==> src/rtl/seq_bin_to_bcd_if.sv <==
`default_nettype none
// ============================================================================
//  Module   : seq_bin_to_bcd_if
//  Brief    : start/done handshake, binary operand and BCD digit bundle for
//             the iterative binary-to-BCD converter.
//  Revision : 1.0  initial release
// ============================================================================
interface seq_bin_to_bcd_if #(
    parameter int WIDTH = 16
);
    logic             start;
    logic [WIDTH-1:0] bin;
    logic             busy;
    logic             done;
    logic [4:0]       d0;
    logic [4:0]       d1;
    logic [4:0]       d2;
    logic [4:0]       d3;
    logic [4:0]       d4;

    modport master (
        output start, bin,
        input  busy, done, d0, d1, d2, d3, d4
    );

    modport slave (
        input  start, bin,
        output busy, done, d0, d1, d2, d3, d4
    );
endinterface
`default_nettype wire

==> src/rtl/seq_bin_to_bcd.sv <==
`default_nettype none
// ============================================================================
//  Module   : seq_bin_to_bcd
//  Brief    : Iterative shift-add-3 (double-dabble) binary-to-BCD converter,
//             one bit per clock, five registered digits with a done pulse.
//             Optional macro LEADING_ZERO_BLANK_EN blanks leading zeros (5'h1F).
//  Revision : 1.0  initial release
// ============================================================================
module seq_bin_to_bcd #(
    parameter int WIDTH  = 16,
    parameter int DIGITS = 5
) (
    input  wire logic          clk,
    input  wire logic          R,
    seq_bin_to_bcd_if.slave    bus
);

    localparam int CNT_W = $clog2(WIDTH + 1);
    localparam int BCD_W = 4 * DIGITS;

    typedef enum logic [1:0] {
        S_IDLE  = 2'd0,
        S_SHIFT = 2'd1,
        S_DONE  = 2'd2
    } state_t;

    state_t                    r_state;
    state_t                    w_state_nxt;
    logic                      w_accept;
    logic [WIDTH-1:0]          r_sh;
    logic [BCD_W-1:0]          r_bcd;
    logic [BCD_W-1:0]          w_bcd_adj;
    logic [CNT_W-1:0]          r_cnt;
    logic                      r_busy;
    logic                      r_done;
    logic [DIGITS-1:0][4:0]    r_dig;
    logic [DIGITS-1:0][4:0]    w_dig_out;

    always_ff @(posedge clk) begin
        if (R) begin
            r_state <= S_IDLE;
        end else begin
            r_state <= w_state_nxt;
        end
    end

    always_comb begin
        w_state_nxt = r_state;
        w_accept    = 1'b0;
        case (r_state)
            S_IDLE: begin
                if (bus.start) begin
                    w_accept    = 1'b1;
                    w_state_nxt = S_SHIFT;
                end
            end
            S_SHIFT: begin
                if (r_cnt == CNT_W'(1)) begin
                    w_state_nxt = S_DONE;
                end
            end
            S_DONE:  w_state_nxt = S_IDLE;
            default: w_state_nxt = S_IDLE;
        endcase
    end

    // Correct every nibble that would exceed 9 after the coming doubling.
    generate
        for (genvar gi = 0; gi < DIGITS; gi++) begin : g_nib
            assign w_bcd_adj[4*gi +: 4] = (r_bcd[4*gi +: 4] >= 4'd5)
                                        ? (r_bcd[4*gi +: 4] + 4'd3)
                                        : r_bcd[4*gi +: 4];
        end
    endgenerate

`ifdef LEADING_ZERO_BLANK_EN
    always_comb begin : p_blank
        logic w_lead;
        w_lead    = 1'b1;
        w_dig_out = '0;
        for (int i = DIGITS - 1; i >= 1; i--) begin
            if (w_lead && (r_bcd[4*i +: 4] == 4'd0)) begin
                w_dig_out[i] = 5'h1F;
            end else begin
                w_lead       = 1'b0;
                w_dig_out[i] = {1'b0, r_bcd[4*i +: 4]};
            end
        end
        w_dig_out[0] = {1'b0, r_bcd[3:0]};
    end
`else
    generate
        for (genvar gd = 0; gd < DIGITS; gd++) begin : g_dig
            assign w_dig_out[gd] = {1'b0, r_bcd[4*gd +: 4]};
        end
    endgenerate
`endif

    // busy covers SHIFT, DONE and the done-pulse cycle; in IDLE it follows acceptance.
    always_ff @(posedge clk) begin
        if (R) begin
            r_sh   <= '0;
            r_bcd  <= '0;
            r_cnt  <= '0;
            r_busy <= 1'b0;
            r_done <= 1'b0;
            r_dig  <= '0;
        end else begin
            r_done <= 1'b0;
            r_busy <= (r_state == S_IDLE) ? w_accept : 1'b1;
            case (r_state)
                S_IDLE: begin
                    if (w_accept) begin
                        r_sh  <= bus.bin;
                        r_bcd <= '0;
                        r_cnt <= CNT_W'(WIDTH);
                    end
                end
                S_SHIFT: begin
                    {r_bcd, r_sh} <= {w_bcd_adj[BCD_W-2:0], r_sh, 1'b0};
                    r_cnt         <= r_cnt - CNT_W'(1);
                end
                S_DONE: begin
                    r_dig  <= w_dig_out;
                    r_done <= 1'b1;
                end
                default: ;
            endcase
        end
    end

    assign bus.busy = r_busy;
    assign bus.done = r_done;
    assign bus.d0   = r_dig[0];
    assign bus.d1   = r_dig[1];
    assign bus.d2   = r_dig[2];
    assign bus.d3   = r_dig[3];
    assign bus.d4   = r_dig[4];

endmodule
`default_nettype wire

==> src/flat_wrapper.sv <==
// flat-port wrapper written by rule: the top's interface ports become plain ports
module seq_bin_to_bcd_flat 
#(
    parameter int WIDTH  = 16,
    parameter int DIGITS = 5
)
  (clk, R, bus_start, bus_bin, bus_busy, bus_done, bus_d0, bus_d1, bus_d2, bus_d3, bus_d4);
  seq_bin_to_bcd_if #(.WIDTH(WIDTH)) bus_i ();
  input  wire logic clk;
  input  wire logic R;
  input wire logic [$bits(bus_i.start)-1:0] bus_start;
  input wire logic [$bits(bus_i.bin)-1:0] bus_bin;
  output wire logic [$bits(bus_i.busy)-1:0] bus_busy;
  output wire logic [$bits(bus_i.done)-1:0] bus_done;
  output wire logic [$bits(bus_i.d0)-1:0] bus_d0;
  output wire logic [$bits(bus_i.d1)-1:0] bus_d1;
  output wire logic [$bits(bus_i.d2)-1:0] bus_d2;
  output wire logic [$bits(bus_i.d3)-1:0] bus_d3;
  output wire logic [$bits(bus_i.d4)-1:0] bus_d4;
  assign bus_i.start = bus_start;
  assign bus_i.bin = bus_bin;
  assign bus_busy = bus_i.busy;
  assign bus_done = bus_i.done;
  assign bus_d0 = bus_i.d0;
  assign bus_d1 = bus_i.d1;
  assign bus_d2 = bus_i.d2;
  assign bus_d3 = bus_i.d3;
  assign bus_d4 = bus_i.d4;
  seq_bin_to_bcd #(.WIDTH(WIDTH), .DIGITS(DIGITS)) u_core (.clk(clk), .R(R), .bus(bus_i));
endmodule
==> config.mk <==
export PLATFORM = sky130hd
export DESIGN_NAME = seq_bin_to_bcd_flat
export DESIGN_NICKNAME = d
export VERILOG_FILES = /design/src/rtl/seq_bin_to_bcd_if.sv /design/src/rtl/seq_bin_to_bcd.sv /design/src/flat_wrapper.sv
export SDC_FILE = /design/constraint.sdc
export NUM_CORES = 1
export LEC_CHECK = 0
export CORE_AREA = 2 2 81 83
export CTS_CLUSTER_SIZE = 28
export DETAILED_ROUTE_END_ITERATION = 12
export DIE_AREA = 0 0 83 85
export PLACE_DENSITY = 0.72
export SLEW_MARGIN = 20
export SYNTH_ARGS = -nofsm -noshare
export SYNTH_HDL_FRONTEND = slang
export SYNTH_SLANG_ARGS = --single-unit
==> constraint.sdc <==
create_clock -name clk -period 1.8 [get_ports clk]
set_input_delay 0.45 -clock clk [delete_from_list [all_inputs] [get_ports clk]]
set_output_delay 0.45 -clock clk [all_outputs]
set_load 0.005 [all_outputs]
After elaboration in Yosys (flattened, before gate mapping)
Index checks and enable logic that the tools add are counted.
{ "totals": {"out_inout_bits": 27, "regBits": 65, "wordCells": 50, "input_bits": 19} }
{ "classes": {"n_lt_le_gt_ge": 5, "n_reduce_logical": 4, "addsub": 6, "mux": 18, "eq_ne": 6} }
{ "ops": {"columns": ["cell", "n"], "rows": [
  ["one-hot mux 20 bit (2 select lines)", 1],
  ["one-hot mux 16 bit (2 select lines)", 1],
  ["greater-or-equal comparator 4 x 3 -> 1 bit, second input constant", 5],
  ["2-to-1 mux 20 bit", 1],
  ["adder 4 x 2 -> 4 bit, second input constant", 4],
  ["2-to-1 mux 16 bit", 1],
  ["2-to-1 mux 4 bit", 4],
  ["one-hot mux 5 bit (2 select lines)", 1],
  ["equality test 5 x 1 -> 1 bit, second input constant", 1],
  ["2-to-1 mux 5 bit", 1],
  ["subtractor 5 x 1 -> 5 bit, second input constant", 1],
  ["2-to-1 mux 1 bit", 4],
  ["2-to-1 mux 2 bit", 2],
  ["inequality test 2 x 1 -> 1 bit, second input constant", 2],
  ["one-hot mux 2 bit (2 select lines)", 1],
  ["AND reduction 2 bit", 2],
  ["adder 3 x 2 -> 3 bit, second input constant", 1],
  ["2-to-1 mux 3 bit", 1],
  ["equality test 2 x 1 -> 1 bit, second input constant", 1],
  ["equality test 2 bit, second input constant", 1],
  ["logical NOT 2 bit", 1],
  ["inequality test 2 bit, second input constant", 1],
  ["nonzero test 2 bit", 1]
]} }

Depth between registers and ports, before layout
Gate-level depths: netlist of the first run.
{ "logic_depth": {"word_depth": 4, "depth_mapped": 7, "depth_no_buf": 6} }

Least setup slack after synthesis of the first run
Ideal clock, no wire load.
{ "synth_timing": {"path_kind": "register to register", "from": "reg u_core.r_bcd[9]", "to": "reg u_core.r_bcd[10]", "slack_ns": 0.414, "arrival_time_ns": 1.269, "period_less_slack_ns": 1.386, "setup_time_ns": 0.117, "stages_incl_launch_ff": 7, "required_ns": 1.683, "n_path_buf": 0, "cell_sequence": "dfxtp_1 -> inv_1 -> ha_1 -> nand2b_1 -> a21oi_1 -> mux2i_1 -> a22o_1"} }
{ "synth_via": {"elab_chain_cells": 3, "word_cells_on_any_way": 4, "classes_between": "add/sub (1); order compare (1); mux (2)"} }
{ "synth_rtl": {"columns": ["element", "line_no", "source"], "rows": [
  ["start: declaration", "seq_bin_to_bcd.sv:31", "logic [BCD_W-1:0] r_bcd;"],
  ["start signal: assignment", "seq_bin_to_bcd.sv:120", "{r_bcd, r_sh} <= {w_bcd_adj[BCD_W-2:0], r_sh, 1'b0};"],
  ["adder 4 x 2 -> 4 bit or greater-or-equal comparator 4 x 3 -> 1 bit (tied branches)", "seq_bin_to_bcd.sv:71, seq_bin_to_bcd.sv:70", null],
  ["2-to-1 mux 4 bit (*)", "seq_bin_to_bcd.sv:71", "? (r_bcd[4*gi +: 4] + 4'd3)"],
  ["one-hot mux 20 bit (2 select lines) (*)", "seq_bin_to_bcd.sv:111", "case (r_state)"]
]} }
Mark *: on every way between the ends. The rest lies on a longest branch, timed or not.
A chain may end at the register's enable or synchronous reset.

Final worst setup path of the first run
{ "layout_timing": {"from": "reg u_core.r_dig, in the netlist u_core.bus.d2[2]", "to": "out bus_d2[2]"} }
{ "layout_lines": {"columns": ["element", "line_no", "source"], "rows": [
  ["start: declaration", "seq_bin_to_bcd.sv:36", "logic [DIGITS-1:0][4:0] r_dig;"],
  ["start signal: assignment", "seq_bin_to_bcd.sv:124", "r_dig <= w_dig_out;"],
  ["end: declaration", "flat_wrapper.sv:17", "output wire logic [$bits(bus_i.d2)-1:0] bus_d2;"]
]} }
No word-level cell between the ends.

==> results of run 1 <==
-- logic make-up (layout without fill, tap and decap cells) --
family / count (synthesis) / count (layout) / share of synthesized area (%)
mux: 6 / 6 / 2.02
other cells: 1 / 5 / 0.126
flops: 65 / 65 / 43.8
buf+inv: 42 / 86 / 6.99
simple gates: 133 / 133 / 20.4
fa+ha+maj: 12 / 12 / 5.05
compound gates: 90 / 90 / 18.9
xor+xnor: 9 / 9 / 2.65
-- final cells by class --
type                    count  area (sq um)  share of cell area (%)
flip-flops and latches     65          1300                    35.4
inverters                  15          56.3                    1.53
clock buffers              12           145                    3.95
clock inverters             3          65.1                    1.77
repair buffers             56           533                    14.5
multi-input cells         255          1480                    40.2
well taps                  77          96.3                    2.62
-- through the flow --
| step | utilization [%] | instance area, sq um |
|---|---|---|
| 4_1_cts | 59.2 | 3670 |
| 5_1_grt | 59.2 | 3670 |
| 3_3_place_gp | 55.8 | 3460 |
| 2_1_floorplan | - | 2990 |
| 3_5_place_dp | 55.8 | 3460 |
| 6_report | 59.2 | 3670 |
-- placed cells by master, fill, tap and decap left out, types with 12 or more instances in the layout --
cell / synthesis / routed
dfxtp_1: 65 / 65
o21ai_0: 19 / 19
nor2_1: 31 / 31
clkdlybuf4s50_1: 0 / 40
inv_1: 15 / 15
buf_4: 10 / 15
nand2_1: 59 / 59
a21oi_1: 43 / 43
nor3_1: 12 / 12
ha_1: 12 / 12
-- state kept, by name (all words and copies together), names as in the netlist --
name / cells
u_core.bus.d2: 4
u_core.r_cnt: 5
u_core.r_state: 2
u_core.bus.d4: 4
u_core.bus.done: 1
u_core.bus.d1: 4
u_core.r_sh: 16
u_core.bus.d0: 4
u_core.r_bcd: 20
u_core.bus.d3: 4
u_core.bus.busy: 1
-- metal layers --
metal  track usage, %  routed length [um]
met1             23.5                2940
met2             30.4                2890
met3             5.45                 309
met4             7.60                  46
met5                0                   0
-- worst paths after layout --
check	to	slack [ns]	cells after the start
max	bus_d2[2]	0.17	1
min	u_core.bus.d0[3]$_SDFFE_PP0P_	0.45	2
max reg2reg	u_core.r_bcd[10]$_SDFFE_PP0P_	0.26	6
min reg2reg	u_core.bus.d0[3]$_SDFFE_PP0P_	0.45	2
-- power breakdown --
part | switching, W | total [W] | internal [W] | leakage [nW]
Clock | 0.000534 | 0.00134 | 0.000810 | 0.106
Combinational | 0.000234 | 0.000431 | 0.000196 | 0.784
Sequential | 0.0000480 | 0.00156 | 0.00151 | 0.529
Total | 0.000816 | 0.00333 | 0.00251 | 1.42
==> impl_metrics.env, run 1 <==
export IMPL_status="finished clean"
export IMPL_cp_data_arrival_time_ns=1.18
export IMPL_required_ns=1.35
export IMPL_relSlewSlack_pct=52.0
export IMPL_clock_latency_ns=0.33
export IMPL_dieArea_sq_um=7060
export IMPL_worstPathMaxFanout=2
export IMPL_hold_path_class="reg2reg"
export IMPL_drt_iter0_markers=139
export IMPL_fin_hold_ws_ns=0.453
export IMPL_maxSlewViolCount=0
export IMPL_nFillCells=543
export IMPL_diodes=0
export IMPL_p_total_w=0.00333
export IMPL_cts_buffers=9
export IMPL_io_buffers=40
export IMPL_leakage_nw=1.42
export IMPL_die_w_um=83
export IMPL_synth_edf_count=0
export IMPL_yosys_most_used_dff="dfxtp_1"
export IMPL_grt_overflow_total=0
export IMPL_synth_area_leaders="dfxtp_1 44%, nand2_1 7.5%, a21oi_1 7.2%"
export IMPL_finalHoldViolCount=0
export IMPL_crit_chain="clkdlybuf4s50_1"
export IMPL_cts_setup_buffers=0
export IMPL_synth_top_area_cell="dfxtp_1"
export IMPL_io_pins=46
export IMPL_cts_sinks=65
export IMPL_wire_per_inst_um=12.8
export IMPL_avgSynthCellArea_sq_um=8.30
export IMPL_clock_path_buffers=2
export IMPL_synth_top_area_share_pct=43.8
export IMPL_rows=29
export IMPL_power_density_nw_per_um2=906
export IMPL_clk_pin_slew_ns=0.06
export IMPL_drc=0
export IMPL_worstMarginPinSlew_ns=0.717
export IMPL_yosysSeqAreaShare_pct=43.8
export IMPL_area_delta_synth_final_pct=23.7
export IMPL_drt_total_wl_mm=6.19
export IMPL_crit_family="buffers and inverters"
export IMPL_core_area_sq_um=6200
export IMPL_post_dp_hpwl_mm=4.26
export IMPL_synth_common_cells="65 x dfxtp_1, 59 x nand2_1, 43 x a21oi_1"
export IMPL_yosysWarnings=0
export IMPL_setup_viol=0
export IMPL_fin_setup_tns_ns=0
export IMPL_rsz0062_at_grt="no"
export IMPL_drtPass1Iterations=4
export IMPL_place_ws_ns=-0.0622
export IMPL_min_delay_start="u_core.bus.d0[3]$_SDFFE_PP0P_"
export IMPL_root_buffer="clkbuf_8"
export IMPL_min_period_over_period_pct=90.5
export IMPL_syn_area_sq_um=2970
export IMPL_track_usage_pct=18.7
export IMPL_synth_cell_types=38
export IMPL_grt_pass1_wl_mm=10.8
export IMPL_async_flop_share_pct=0
export IMPL_num_vias=2501
export IMPL_path_buf_inv=1
export IMPL_finalNetCount=433
export IMPL_htreeDepth=3
export IMPL_endpoint_kind="output pin"
export IMPL_critPathLaunchType="flip-flop"
export IMPL_antenna_found_initial=0
export IMPL_ctsHoldBuffers=0
export IMPL_grt_pass1_vias=2361
export IMPL_routabilityCongestion=0.827
export IMPL_grt_max_degree=31
export IMPL_ys_seq_elements=65
export IMPL_worstSetupPathType="reg2out"
export IMPL_postCtsResizedCells=0
export IMPL_fin_skew_ns=0.00571
export IMPL_timing_fmax_mhz=614
export IMPL_die_h_um=85
export IMPL_synth_cells=358
export IMPL_period_needed_ns=1.63
export IMPL_max_stage_delay_ns=0.51
export IMPL_start_util_pct=47.9
export IMPL_worstReg2RegStart="u_core.r_bcd[9]$_SDFFE_PP0P_"
export IMPL_final_cells=483
export IMPL_drive_above_1_share_pct=9.85
export IMPL_ant_nets=0
export IMPL_yosysMostFrequentCell="dfxtp_1"
export IMPL_setup_ws_ns=0.172
export IMPL_viasPerCell=5.18
export IMPL_placedCellCount=468
export IMPL_max_vdd_ir_drop_mv=0.491
export IMPL_slowest_stage="clkdlybuf4s50_1"
export IMPL_maxCapViolations=0
export IMPL_cts_tree="done"
export IMPL_critPathLaunch="u_core.bus.d2[2]$_SDFFE_PP0P_"
Note: power is estimated with default switching activity, not from simulation.
==> inputs of run 2 (changes only) <==
--- a/config.mk
+++ b/config.mk
@@ -5,11 +5,11 @@
 export SDC_FILE = /design/constraint.sdc
 export NUM_CORES = 1
 export LEC_CHECK = 0
-export CORE_AREA = 2 2 81 83
+export CORE_AREA = 2 2 78 80
 export CTS_CLUSTER_SIZE = 28
 export DETAILED_ROUTE_END_ITERATION = 12
-export DIE_AREA = 0 0 83 85
-export PLACE_DENSITY = 0.72
+export DIE_AREA = 0 0 80 82
+export PLACE_DENSITY = 0.77
 export SLEW_MARGIN = 20
 export SYNTH_ARGS = -nofsm -noshare
 export SYNTH_HDL_FRONTEND = slang
==> run 2 against run 1 <==
Sequential power about the same. Hold slack lost 0.0065 ns. Clock power is 24% lower. Power shrank 9.9%. Fmax rose by 0.33%. Wire length shrank 2.1%. Design area is 1.7% lower. Sequential share of layout area is 0.61 points higher. Clock-buffer cell count is the same. Utilization up 3.6 points. Final cell count unchanged. Setup slack better by 0.0053 ns. Largest cell class unchanged.
==> impl_metrics.env, run 2 (synthesis gave the netlist of run 1 again) <==
export IMPL_final_core_util_pct=62.8
export IMPL_area_delta_synth_final_pct=21.6
export IMPL_final_common_cell="dfxtp_1"
export IMPL_setup_ws_ns=0.177
export IMPL_final_cell_mix="65 x dfxtp_1, 59 x nand2_1, 43 x a21oi_1, 40 x clkdlybuf4s50_1, 31 x nor2_1"
export IMPL_diodes=0
export IMPL_place_ws_ns=-0.0318
export IMPL_max_vdd_ir_drop_mv=0.467
export IMPL_final_cells=483
export IMPL_rows=28
export IMPL_root_buffer="clkbuf_8"
export IMPL_wire_per_inst_um=12.6
export IMPL_drc=0
export IMPL_max_stage_delay_ns=0.36
export IMPL_die_h_um=82
export IMPL_drive_above_1_share_pct=10.0
export IMPL_io_pins=46
export IMPL_reg_top3="u_core.r_bcd (20), u_core.r_sh (16), u_core.r_cnt (5)"
export IMPL_dieArea_sq_um=6560
export IMPL_grt_pass1_vias=2322
export IMPL_largest_register="u_core.r_bcd"
export IMPL_io_buffers=40
export IMPL_ant_nets=0
export IMPL_crit_chain="inv_1 > ha_1 > nand2b_1 > a21oi_1 > mux2i_1 > a22o_1"
export IMPL_clk_pin_slew_ns=0.07
export IMPL_rsz0062_at_grt="no"
export IMPL_timing_fmax_mhz=616
export IMPL_post_dp_hpwl_mm=4.30
export IMPL_drt_iter0_markers=87
export IMPL_worstMarginPinSlew_ns=0.682
export IMPL_worstSetupPathType="reg2reg"
export IMPL_cts_tree="done"
export IMPL_num_vias=2516
export IMPL_finalNetCount=434
export IMPL_placedCellCount=467
export IMPL_ctsHoldBuffers=0
export IMPL_fin_hold_ws_ns=0.446
export IMPL_grt_max_degree=33
export IMPL_endpoint_kind="flip-flop"
export IMPL_crit_family="compound AO/OA/AOI/OAI gates"
export IMPL_track_usage_pct=20.1
export IMPL_die_w_um=80
export IMPL_hold_path_class="reg2reg"
export IMPL_cts_setup_buffers=0
export IMPL_maxSlewViolCount=0
export IMPL_min_period_over_period_pct=90.2
export IMPL_grt_pass1_wl_mm=10.2
export IMPL_htreeDepth=3
export IMPL_worstPathMaxFanout=4
export IMPL_cts_buffers=9
export IMPL_antenna_found_initial=0
export IMPL_routabilityCongestion=0.813
export IMPL_period_needed_ns=1.62
export IMPL_cts_sinks=65
export IMPL_maxCapViolations=0
export IMPL_required_ns=2.08
export IMPL_largest_register_ffs=20
export IMPL_viasPerCell=5.21
export IMPL_core_area_sq_um=5750
export IMPL_drt_total_wl_mm=6.06
export IMPL_setup_viol=0
export IMPL_relSlewSlack_pct=54.4
export IMPL_postCtsResizedCells=0
export IMPL_cp_data_arrival_time_ns=1.91
export IMPL_clock_latency_ns=0.34
export IMPL_start_util_pct=51.7
export IMPL_fin_skew_ns=0.00759
export IMPL_leakage_nw=1.40
export IMPL_clock_path_buffers=2
export IMPL_status="finished clean"
export IMPL_critPathLaunchType="flip-flop"
export IMPL_grt_overflow_total=0
export IMPL_path_buf_inv=1
export IMPL_power_density_nw_per_um2=830
export IMPL_reg2reg_slack_ns=0.18
export IMPL_drtPass1Iterations=4
export IMPL_slowest_stage="dfxtp_1"
export IMPL_finalHoldViolCount=0
-- run 2: routing by layer --
layer	track usage [%]	share of wire [%]	up-vias
met2	33.4	47	56
met4	8.98	1.6	0
li1	-	-	1285
met5	0	0	-
met3	4.73	5.3	10
met1	24.8	46	1165
-- run 2: metrics by stage --
step,total power [W],cell area (sq um),TNS [ns]
3_3_place_gp,0.00200,3460,-0.0163
3_5_place_dp,0.00201,3460,-0.213
2_1_floorplan,0.00188,2990,0
5_1_grt,0.00314,3610,0
4_1_cts,0.00302,3610,0
6_report,0.00300,3610,0
-- run 2: worst reg2reg max path, stage by stage (launching register included) --
cell and delay (ns):
dfxtp_1 0.36, inv_1 0.09, ha_1 0.17, nand2b_1 0.13, a21oi_1 0.35, mux2i_1 0.31
a22o_1 0.17
-- run 2: path summary, 6_finish.rpt --
| path | startpoint | to | depth (start not counted) |
|---|---|---|---|
| max | u_core.r_bcd[13]$_SDFFE_PP0P_ | u_core.r_bcd[14]$_SDFFE_PP0P_ | 6 |
| min | u_core.r_sh[7]$_SDFFE_PP0P_ | u_core.r_sh[8]$_SDFFE_PP0P_ | 2 |
| max reg2reg | u_core.r_bcd[13]$_SDFFE_PP0P_ | u_core.r_bcd[14]$_SDFFE_PP0P_ | 6 |
| min reg2reg | u_core.r_sh[7]$_SDFFE_PP0P_ | u_core.r_sh[8]$_SDFFE_PP0P_ | 2 |
-- run 2: where the power goes --
part           switching [W]  leakage [nW]  internal [W]
clock               0.000528        0.0839      0.000491
combinational       0.000229         0.786      0.000196
sequential         0.0000459         0.529       0.00151
total               0.000804          1.40       0.00219
-- run 2: layout make-up --
type | instances | area [sq um]
tap | 75 | 93.8
sequential | 65 | 1300
timing repair buffer | 57 | 528
fill | 486 | 2130
inverter | 15 | 56.3
clock buffer | 12 | 135
clock inverter | 4 | 20.0
multi-input combinational | 255 | 1480
